--- src/rtl/rom_boot_copier.sv ---
`timescale 1ns/1ps
// rom_boot_copier: after reset, validates the ROM header, copies the payload
// into CPU program RAM through a ready-handshaked write port, and then
// releases the CPU from reset.
//
// state      | meaning
// -----------+-----------------------------------------------------------
// IDLE       | waiting for start (or the automatic start after reset)
// HDR_ISSUE  | present header address 0..3 to the ROM
// HDR_CHECK  | compare the returned ROM byte with the expected magic byte
// CP_ISSUE   | present the payload address to the ROM
// CP_CAPTURE | latch the ROM byte and form the RAM address
// CP_WRITE   | hold the RAM write request until ram_ready
// DONE       | copy complete, CPU released from reset
// ERROR      | header mismatch, CPU held in reset
module rom_boot_copier #(
  parameter int                        ROM_ADDR_WIDTH = 9,
  parameter int                        RAM_ADDR_WIDTH = 16,
  parameter logic [RAM_ADDR_WIDTH-1:0] DEST_BASE      = 16'h0000,
  parameter logic [31:0]               MAGIC          = 32'h4153524D,
  parameter bit                        AUTO_START     = 1'b1
) (
  input  logic                      clk,
  input  logic                      reset,
  input  logic                      start,
  output logic [ROM_ADDR_WIDTH-1:0] rom_addr,
  output logic                      rom_enable_out,
  input  logic [7:0]                rom_data,
  output logic [RAM_ADDR_WIDTH-1:0] ram_addr,
  output logic [7:0]                ram_data,
  output logic                      ram_write_en,
  input  logic                      ram_ready,
  output logic                      busy,
  output logic                      done,
  output logic                      error,
  output logic                      cpu_reset_n
);

  typedef enum logic [2:0] {
    S_IDLE, S_HDR_ISSUE, S_HDR_CHECK, S_CP_ISSUE,
    S_CP_CAPTURE, S_CP_WRITE, S_DONE, S_ERROR
  } state_t;

  localparam logic [ROM_ADDR_WIDTH-1:0] LAST_ADDR     = '1;
  localparam logic [ROM_ADDR_WIDTH-1:0] PAYLOAD_START = ROM_ADDR_WIDTH'(4);
  localparam logic [ROM_ADDR_WIDTH-1:0] HDR_LAST      = ROM_ADDR_WIDTH'(3);

  state_t                    state_q, state_d;
  logic [ROM_ADDR_WIDTH-1:0] rom_addr_d;
  logic [RAM_ADDR_WIDTH-1:0] ram_addr_d;
  logic [7:0]                ram_data_d;
  logic [7:0]                magic_byte;
  logic [ROM_ADDR_WIDTH-1:0] payload_off;
  // Cleared after the first clock out of reset, so auto start fires only once.
  logic                      auto_q;

  assign payload_off = rom_addr - PAYLOAD_START;

  // Select the expected header byte for the current header index (MSB first).
  always_comb begin
    magic_byte = MAGIC[31:24];
    case (rom_addr[1:0])
      2'd0: magic_byte = MAGIC[31:24];
      2'd1: magic_byte = MAGIC[23:16];
      2'd2: magic_byte = MAGIC[15:8];
      2'd3: magic_byte = MAGIC[7:0];
      default: magic_byte = MAGIC[31:24];
    endcase
  end

  // Next-state and next address/data computation.
  always_comb begin
    state_d    = state_q;
    rom_addr_d = rom_addr;
    ram_addr_d = ram_addr;
    ram_data_d = ram_data;
    case (state_q)
      S_IDLE: begin
        if (start || auto_q) begin
          state_d    = S_HDR_ISSUE;
          rom_addr_d = '0;
        end
      end
      S_HDR_ISSUE: state_d = S_HDR_CHECK;
      S_HDR_CHECK: begin
        if (rom_data != magic_byte) begin
          state_d = S_ERROR;
        end else if (rom_addr == HDR_LAST) begin
          state_d    = S_CP_ISSUE;
          rom_addr_d = PAYLOAD_START;
        end else begin
          state_d    = S_HDR_ISSUE;
          rom_addr_d = rom_addr + 1'b1;
        end
      end
      S_CP_ISSUE: state_d = S_CP_CAPTURE;
      S_CP_CAPTURE: begin
        state_d    = S_CP_WRITE;
        ram_data_d = rom_data;
        ram_addr_d = DEST_BASE + RAM_ADDR_WIDTH'(payload_off);
      end
      S_CP_WRITE: begin
        if (ram_ready) begin
          // The last ROM address ends the copy; rom_addr never wraps.
          if (rom_addr == LAST_ADDR) begin
            state_d = S_DONE;
          end else begin
            state_d    = S_CP_ISSUE;
            rom_addr_d = rom_addr + 1'b1;
          end
        end
      end
      S_DONE, S_ERROR: begin
        if (start) begin
          state_d    = S_HDR_ISSUE;
          rom_addr_d = '0;
        end
      end
      default: state_d = S_IDLE;
    endcase
  end

  // State and registered outputs; outputs are decoded from the state being entered.
  always_ff @(posedge clk or negedge reset) begin
    if (!reset) begin
      state_q        <= S_IDLE;
      auto_q         <= AUTO_START;
      rom_addr       <= '0;
      ram_addr       <= '0;
      ram_data       <= '0;
      rom_enable_out <= 1'b0;
      ram_write_en   <= 1'b0;
      busy           <= 1'b0;
      done           <= 1'b0;
      error          <= 1'b0;
      cpu_reset_n    <= 1'b0;
    end else begin
      state_q        <= state_d;
      auto_q         <= 1'b0;
      rom_addr       <= rom_addr_d;
      ram_addr       <= ram_addr_d;
      ram_data       <= ram_data_d;
      rom_enable_out <= state_d inside {S_HDR_ISSUE, S_HDR_CHECK, S_CP_ISSUE, S_CP_CAPTURE};
      ram_write_en   <= (state_d == S_CP_WRITE);
      busy           <= state_d inside {S_HDR_ISSUE, S_HDR_CHECK, S_CP_ISSUE,
                                        S_CP_CAPTURE, S_CP_WRITE};
      done           <= (state_d == S_DONE);
      error          <= (state_d == S_ERROR);
      cpu_reset_n    <= (state_d == S_DONE);
    end
  end

endmodule

--- config.mk ---
export PLATFORM = sky130hd
export DESIGN_NAME = rom_boot_copier
export DESIGN_NICKNAME = d
export VERILOG_FILES = /design/src/rtl/rom_boot_copier.sv
export SDC_FILE = /design/constraint.sdc
export NUM_CORES = 1
export LEC_CHECK = 0
export BUFFER_PORTS_ARGS = -buffer_cell sky130_fd_sc_hd__buf_2
export CAP_MARGIN = 10
export CORE_MARGIN = 1
export CORE_UTILIZATION = 40
export DETAILED_ROUTE_END_ITERATION = 7
export GPL_ROUTABILITY_DRIVEN = 0
export HOLD_SLACK_MARGIN = 0.08
export PLACE_DENSITY = 0.66
export SLEW_MARGIN = 40
export SYNTH_ARGS = -nofsm -noshare
export SYNTH_HDL_FRONTEND = slang
export SYNTH_SLANG_ARGS = --single-unit
--- constraint.sdc ---
create_clock -name clk -period 2.1 [get_ports clk]
set_input_delay 0.105 -clock clk [delete_from_list [all_inputs] [get_ports clk]]
set_output_delay 0.105 -clock clk [all_outputs]
set_load 0.02 [all_outputs]
## After elaboration in Yosys (flattened, before gate mapping)

Index checks and enable logic that the tools add are counted.

| word-level totals | value |
|---|---|
| output and inout port bits | 39 |
| bits in registers | 35 |
| input port bits | 12 |

| operators by class | value |
|---|---|
| multiplexer cells | 15 |
| $add $sub $neg | 2 |
| reduce and logical (&&, ||, !) cells | 8 |
| equal/unequal tests | 25 |

Operator list:

| operator | number |
|---|---|
| $mux 9 | 6 |
| $pmux 9 s4 | 1 |
| $pmux 8 s4 | 1 |
| $eq 3x3->1 const B | 8 |
| $pmux 3 s7 | 1 |
| $mux 3 | 5 |
| $eq 3x2->1 const B | 4 |
| $ne 2x2->1 const B | 5 |
| $add 9x1->9 const B | 1 |
| $eq 9x2->1 const B | 1 |
| $eq 9x9->1 const B | 1 |
| $sub 9x3->9 const B | 1 |
| $ne 8x8->1 | 1 |
| $reduce_bool 4->1 | 2 |
| $eq 3x1->1 const B | 2 |
| $reduce_and 6->1 | 1 |
| $reduce_bool 5->1 | 1 |
| $eq 2x2->1 const B | 2 |
| $logic_not 3->1 | 1 |
| $eq 2x1->1 const B | 1 |
| $logic_not 2->1 | 1 |
| $mux 2 | 1 |
| $reduce_or 2->1 | 1 |
| $logic_or 1x1->1 | 1 |

## Depth between registers and ports, before layout

| depth | value |
|---|---|
| depth after elaboration | 7 |
| gate-level depth with buffers | 10 |
| depth with buffers taken out | 9 |

## Least setup slack after synthesis

No wires, ideal clock.

| timing | value |
|---|---|
| path type | register to register |
| start | register rom_addr[2] |
| end | register rom_addr[2] |
| library setup time | 122 ps |
| period minus slack after synthesis | 2192 ps |
| arrival | 2071 ps |
| stages on the path, launching flop included | 10 |
| required time | 1978 ps |
| slack | -92 ps |
| path through | dfrtp_1 -> ha_1 -> nand4_1 -> nor3_1 -> ha_1 -> nand4bb_1 -> a211oi_2 -> o211ai_2 -> buf_6 -> o22a_1 |

| between the ends | value |
|---|---|
| longest elaborated chain between the ends | 4 |
| elaborated cells between the ends (all ways) | 10 |
| classes of those cells | add/sub (1); eq/ne (3); mux (5); reduce/logical (1) |

Ends and longest elaborated chain:

| item | line | source |
|---|---|---|
| start, declared | 26 | `output logic [ROM_ADDR_WIDTH-1:0] rom_addr,` |
| start signal, assigned | 140 | `rom_addr <= rom_addr_d;` |
| $add 9x1->9 or $eq 9x2->1 (tied branches) | 93, 109, 88 |  |
| $mux 9, on equally long branches | 105, 88 |  |
| $mux 9, on equally long branches | 103, 86 |  |
| $pmux 9 s4 | 77 | `case (state_q)` |

Parallel ways exist; a longest one is shown, timed or not. The select of a mux whose other input is x is not followed.
A chain may end at the register's enable or synchronous reset.

## Final worst setup path

| timing | value |
|---|---|
| start | register rom_addr[3] |
| end | register rom_addr[2] |

| between the ends | value |
|---|---|
| longest elaborated chain between the ends | 4 |
| elaborated cells between the ends (all ways) | 7 |
| classes of those cells | eq/ne (3); mux (3); reduce/logical (1) |

Ends and longest elaborated chain:

| item | line | source |
|---|---|---|
| $eq 9x2->1 | 88 | `end else if (rom_addr == HDR_LAST) begin` |
| $mux 9 | 88 |  |
| $mux 9 | 86 | `if (rom_data != magic_byte) begin` |
| $pmux 9 s4 | 77 |  |

Parallel ways exist; a longest one is shown, timed or not. The select of a mux whose other input is x is not followed.

==> impl_metrics.ini <==
[sta]
fin_crit_ps = 2070
clock.fmax_mhz = 483
drv_slew = 0
worstMarginPinSlew_ps = 571
rsz0062_at_grt = true
timing.hold.ws_ps = 236
fin_ws_ps = 27.9
fin_skew_ps = 6.62
period_share_pct = 98.7
relSlewSlack_pct = 61.6
finalHoldViolCount = 0
finalSetupViolCount = 0

[route]
drtIter0Drc = 107
viasPerCell = 5.16
vias = 1691
remaining_drc_errors = 8
wire_per_inst_um = 13.5
ant_nets = 0
first_pass_iters = 6
wl_um = 4440

[global_routing]
grt-ovfl-total = 0
met3_usage_pct = 4.42
top_usage_layer = met2
grt_pass1_wl_um = 7020
first_global_vias = 1584
grt_max_degree = 36
antenna_found_initial = 0
grt_usage_pct = 18.0
met1_usage_pct = 23.3
use_met2_pct = 28.6

[synth]
yosys-top-cells-area = dfrtp_1 (45%), nand2_1 (10%), ha_1 (4.6%)
async_reset_ff_share_pct = 100
yosys_warnings = 0
syn-cell-area_um2 = 1890
ys_ff_latch = 35
ys_seq_area_share_pct = 46.5
synth_top_cell_by_area = dfrtp_1
synth_cell_types = 47
syn_area_per_cell_um2 = 9.15
yosysTopAreaCellShare_pct = 45.1
netlist_instances = 206
ys.flop_type = dfrtp_1
synth_edf_count = 0

[run_status]
violations = DRC
status = finished, violations left

[cells_and_area]
stdcell_count = 328
syn2layout_area_growth_pct = 32.8
postLayoutCoreUtil_pct = 56.3
nFillCells = 411
diodes = 0
nets = 294
design_area_um2 = 2500
drive_above_1_share_pct = 32.2

[critical_path]
worstSetupPathType = reg2reg
worst-path-buf-inv = 0
slowest_stage = dfrtp_2
slowest_delay_ps = 430
endpoint_kind = flop
crit_required_ps = 2270
crit_family = compound AO/OA/AOI/OAI gates
path_cells = ha_4, nand4_1, nor3_2, ha_2, nand4bb_4, a211oi_4, o211ai_4, o22a_1
cp.arrival_ps = 2250
start_kind = flop
crit_fanout = 6

[floorplanning]
core_um2 = 4440
io_pins = 51
dieArea_um2 = 4990
die_h_um = 70.7
rows = 24
initial_core_util_pct = 42.4
fp.dieW_um = 70.7

[clock_tree]
cts_sinks = 35
cts_tree = built
numCtsBuffers = 5
cts-root-buf = clkbuf_8
insertion_delay_ps = 280
path_clk_slew_ps = 70
htreeDepth = 2
ctsLongestPathBuffers = 2

[place]
pre_cts_ws_ps = -23.1
portBuffers = 43
place_hpwl_um = 3040
dp.cells = 308
dpl_cell_area_um2 = 2220

[power_and_ir_drop]
peakVddDrop_uv = 389
power_density_nw_per_um2 = 1320
leakage_uw = 0.00124

[run]
maxCapViolations = 0

[hold_path]
hp-class = in2reg
## kinds of logic after synthesis
kind of cell,after synthesis,synth area share (%)
and+or+nand+nor,92,23.6
AOI/OAI and AO/OA,41,14.5
DFF,35,46.5
buffers and inverters,24,7.70
adders and majority gates,7,4.64
xor gates and xnor gates,6,2.79
other,1,0.199
## through the flow
stage | power [µW] | TNS [ps]
floorplan | 2200 | -16.5
global placement | 2580 | 0
detailed placement | 2610 | -95.6
CTS | 3180 | 0
global route | 3540 | -565
finish | 3300 | 0
## routing by layer
metal | part of all wire (%) | vias to the layer above
met4 | 1.9 | 0
li1 | - | 831
met5 | 0 | -
met2 | 47 | 70
met3 | 6.8 | 9
met1 | 44 | 781
## cell usage in the layout, fill, tap and decap left out, drive strengths merged, types with 3 or more instances in the layout
cell / count
nand2b: 4
nand4: 3
o21ai: 13
and3: 5
inv: 8
ha: 7
buf: 60
conb: 8
o22ai: 5
nand2: 52
nor2: 6
a21oi: 9
nand3: 6
nor3: 4
clkbuf: 8
xnor2: 5
dfrtp: 34
o211ai: 3
dlygate4sd3: 10
## where the power goes
group          switching, µW  leakage [µW]  internal (µW)
Sequential               197      0.000435            926
Clock                    227     0.0000515            299
Combinational           1020      0.000749            630
Total                   1440       0.00124           1850
## layout make-up
type,instances,area (µm²),area share (%)
Timing Repair Buffer,70,445,17.8
Clock buffer,8,100,4.00
Multi-Input combinational cell,155,983,39.3
Sequential cell,35,880,35.1
Tap cell,52,65.1,2.60
Inverter,8,30.0,1.20
## tightest hold or removal path, delay by kind of cell
family                 cells  cell delay [ps]
and+or+nand+nor            1              160
AOI/OAI and AO/OA          1               60
buffers and inverters      1              140
## synthesized netlist by cell type, types with 3 or more instances
library cell  count
o22ai_1           5
nand2_1          52
o21ai_0          10
ha_1              7
inv_1             8
dfrtp_1          34
nor2_1            6
buf_4            10
nand2b_1          4
xnor2_1           5
nand3_1           5
a21oi_1           9
nand4_1           3
and3_1            5
nor3_1            4
## path summary, 6_finish.rpt
| path | start | to | depth (start not counted) | slack (ps) |
|---|---|---|---|---|
| max reg2reg | rom_addr[3]$_DFFE_PN0P_ | rom_addr[2]$_DFFE_PN0P_ | 8 | 30 |
| min reg2reg | ram_addr[8]$_DFFE_PN0P_ | ram_addr[8]$_DFFE_PN0P_ | 2 | 470 |
| min | start | state_q[2]$_DFF_PN0_ | 3 | 240 |
| max in group asynchronous | reset | auto_q$_DFF_PN1_ | 2 | 1440 |
| min in group asynchronous | reset | rom_addr[6]$_DFFE_PN0P_ | 2 | 310 |
| max | rom_addr[3]$_DFFE_PN0P_ | rom_addr[2]$_DFFE_PN0P_ | 8 | 30 |
## state kept, by name, indices dropped and copies added, names as in the netlist
signal          count
ram_addr            9
rom_addr            9
ram_data            8
state_q             3
auto_q              1
busy                1
cpu_reset_n         1
error               1
ram_write_en        1
rom_enable_out      1
## timing repair
item,4_1_cts,5_1_grt
pin swaps,1,8
cloned,0,1
resized for setup,1,10
endpoints found under the setup margin,7,9
buffers inserted,0,1
hold buffers,10,0
endpoints found under the hold margin,43,0
(Power assumes the default switching activity.)
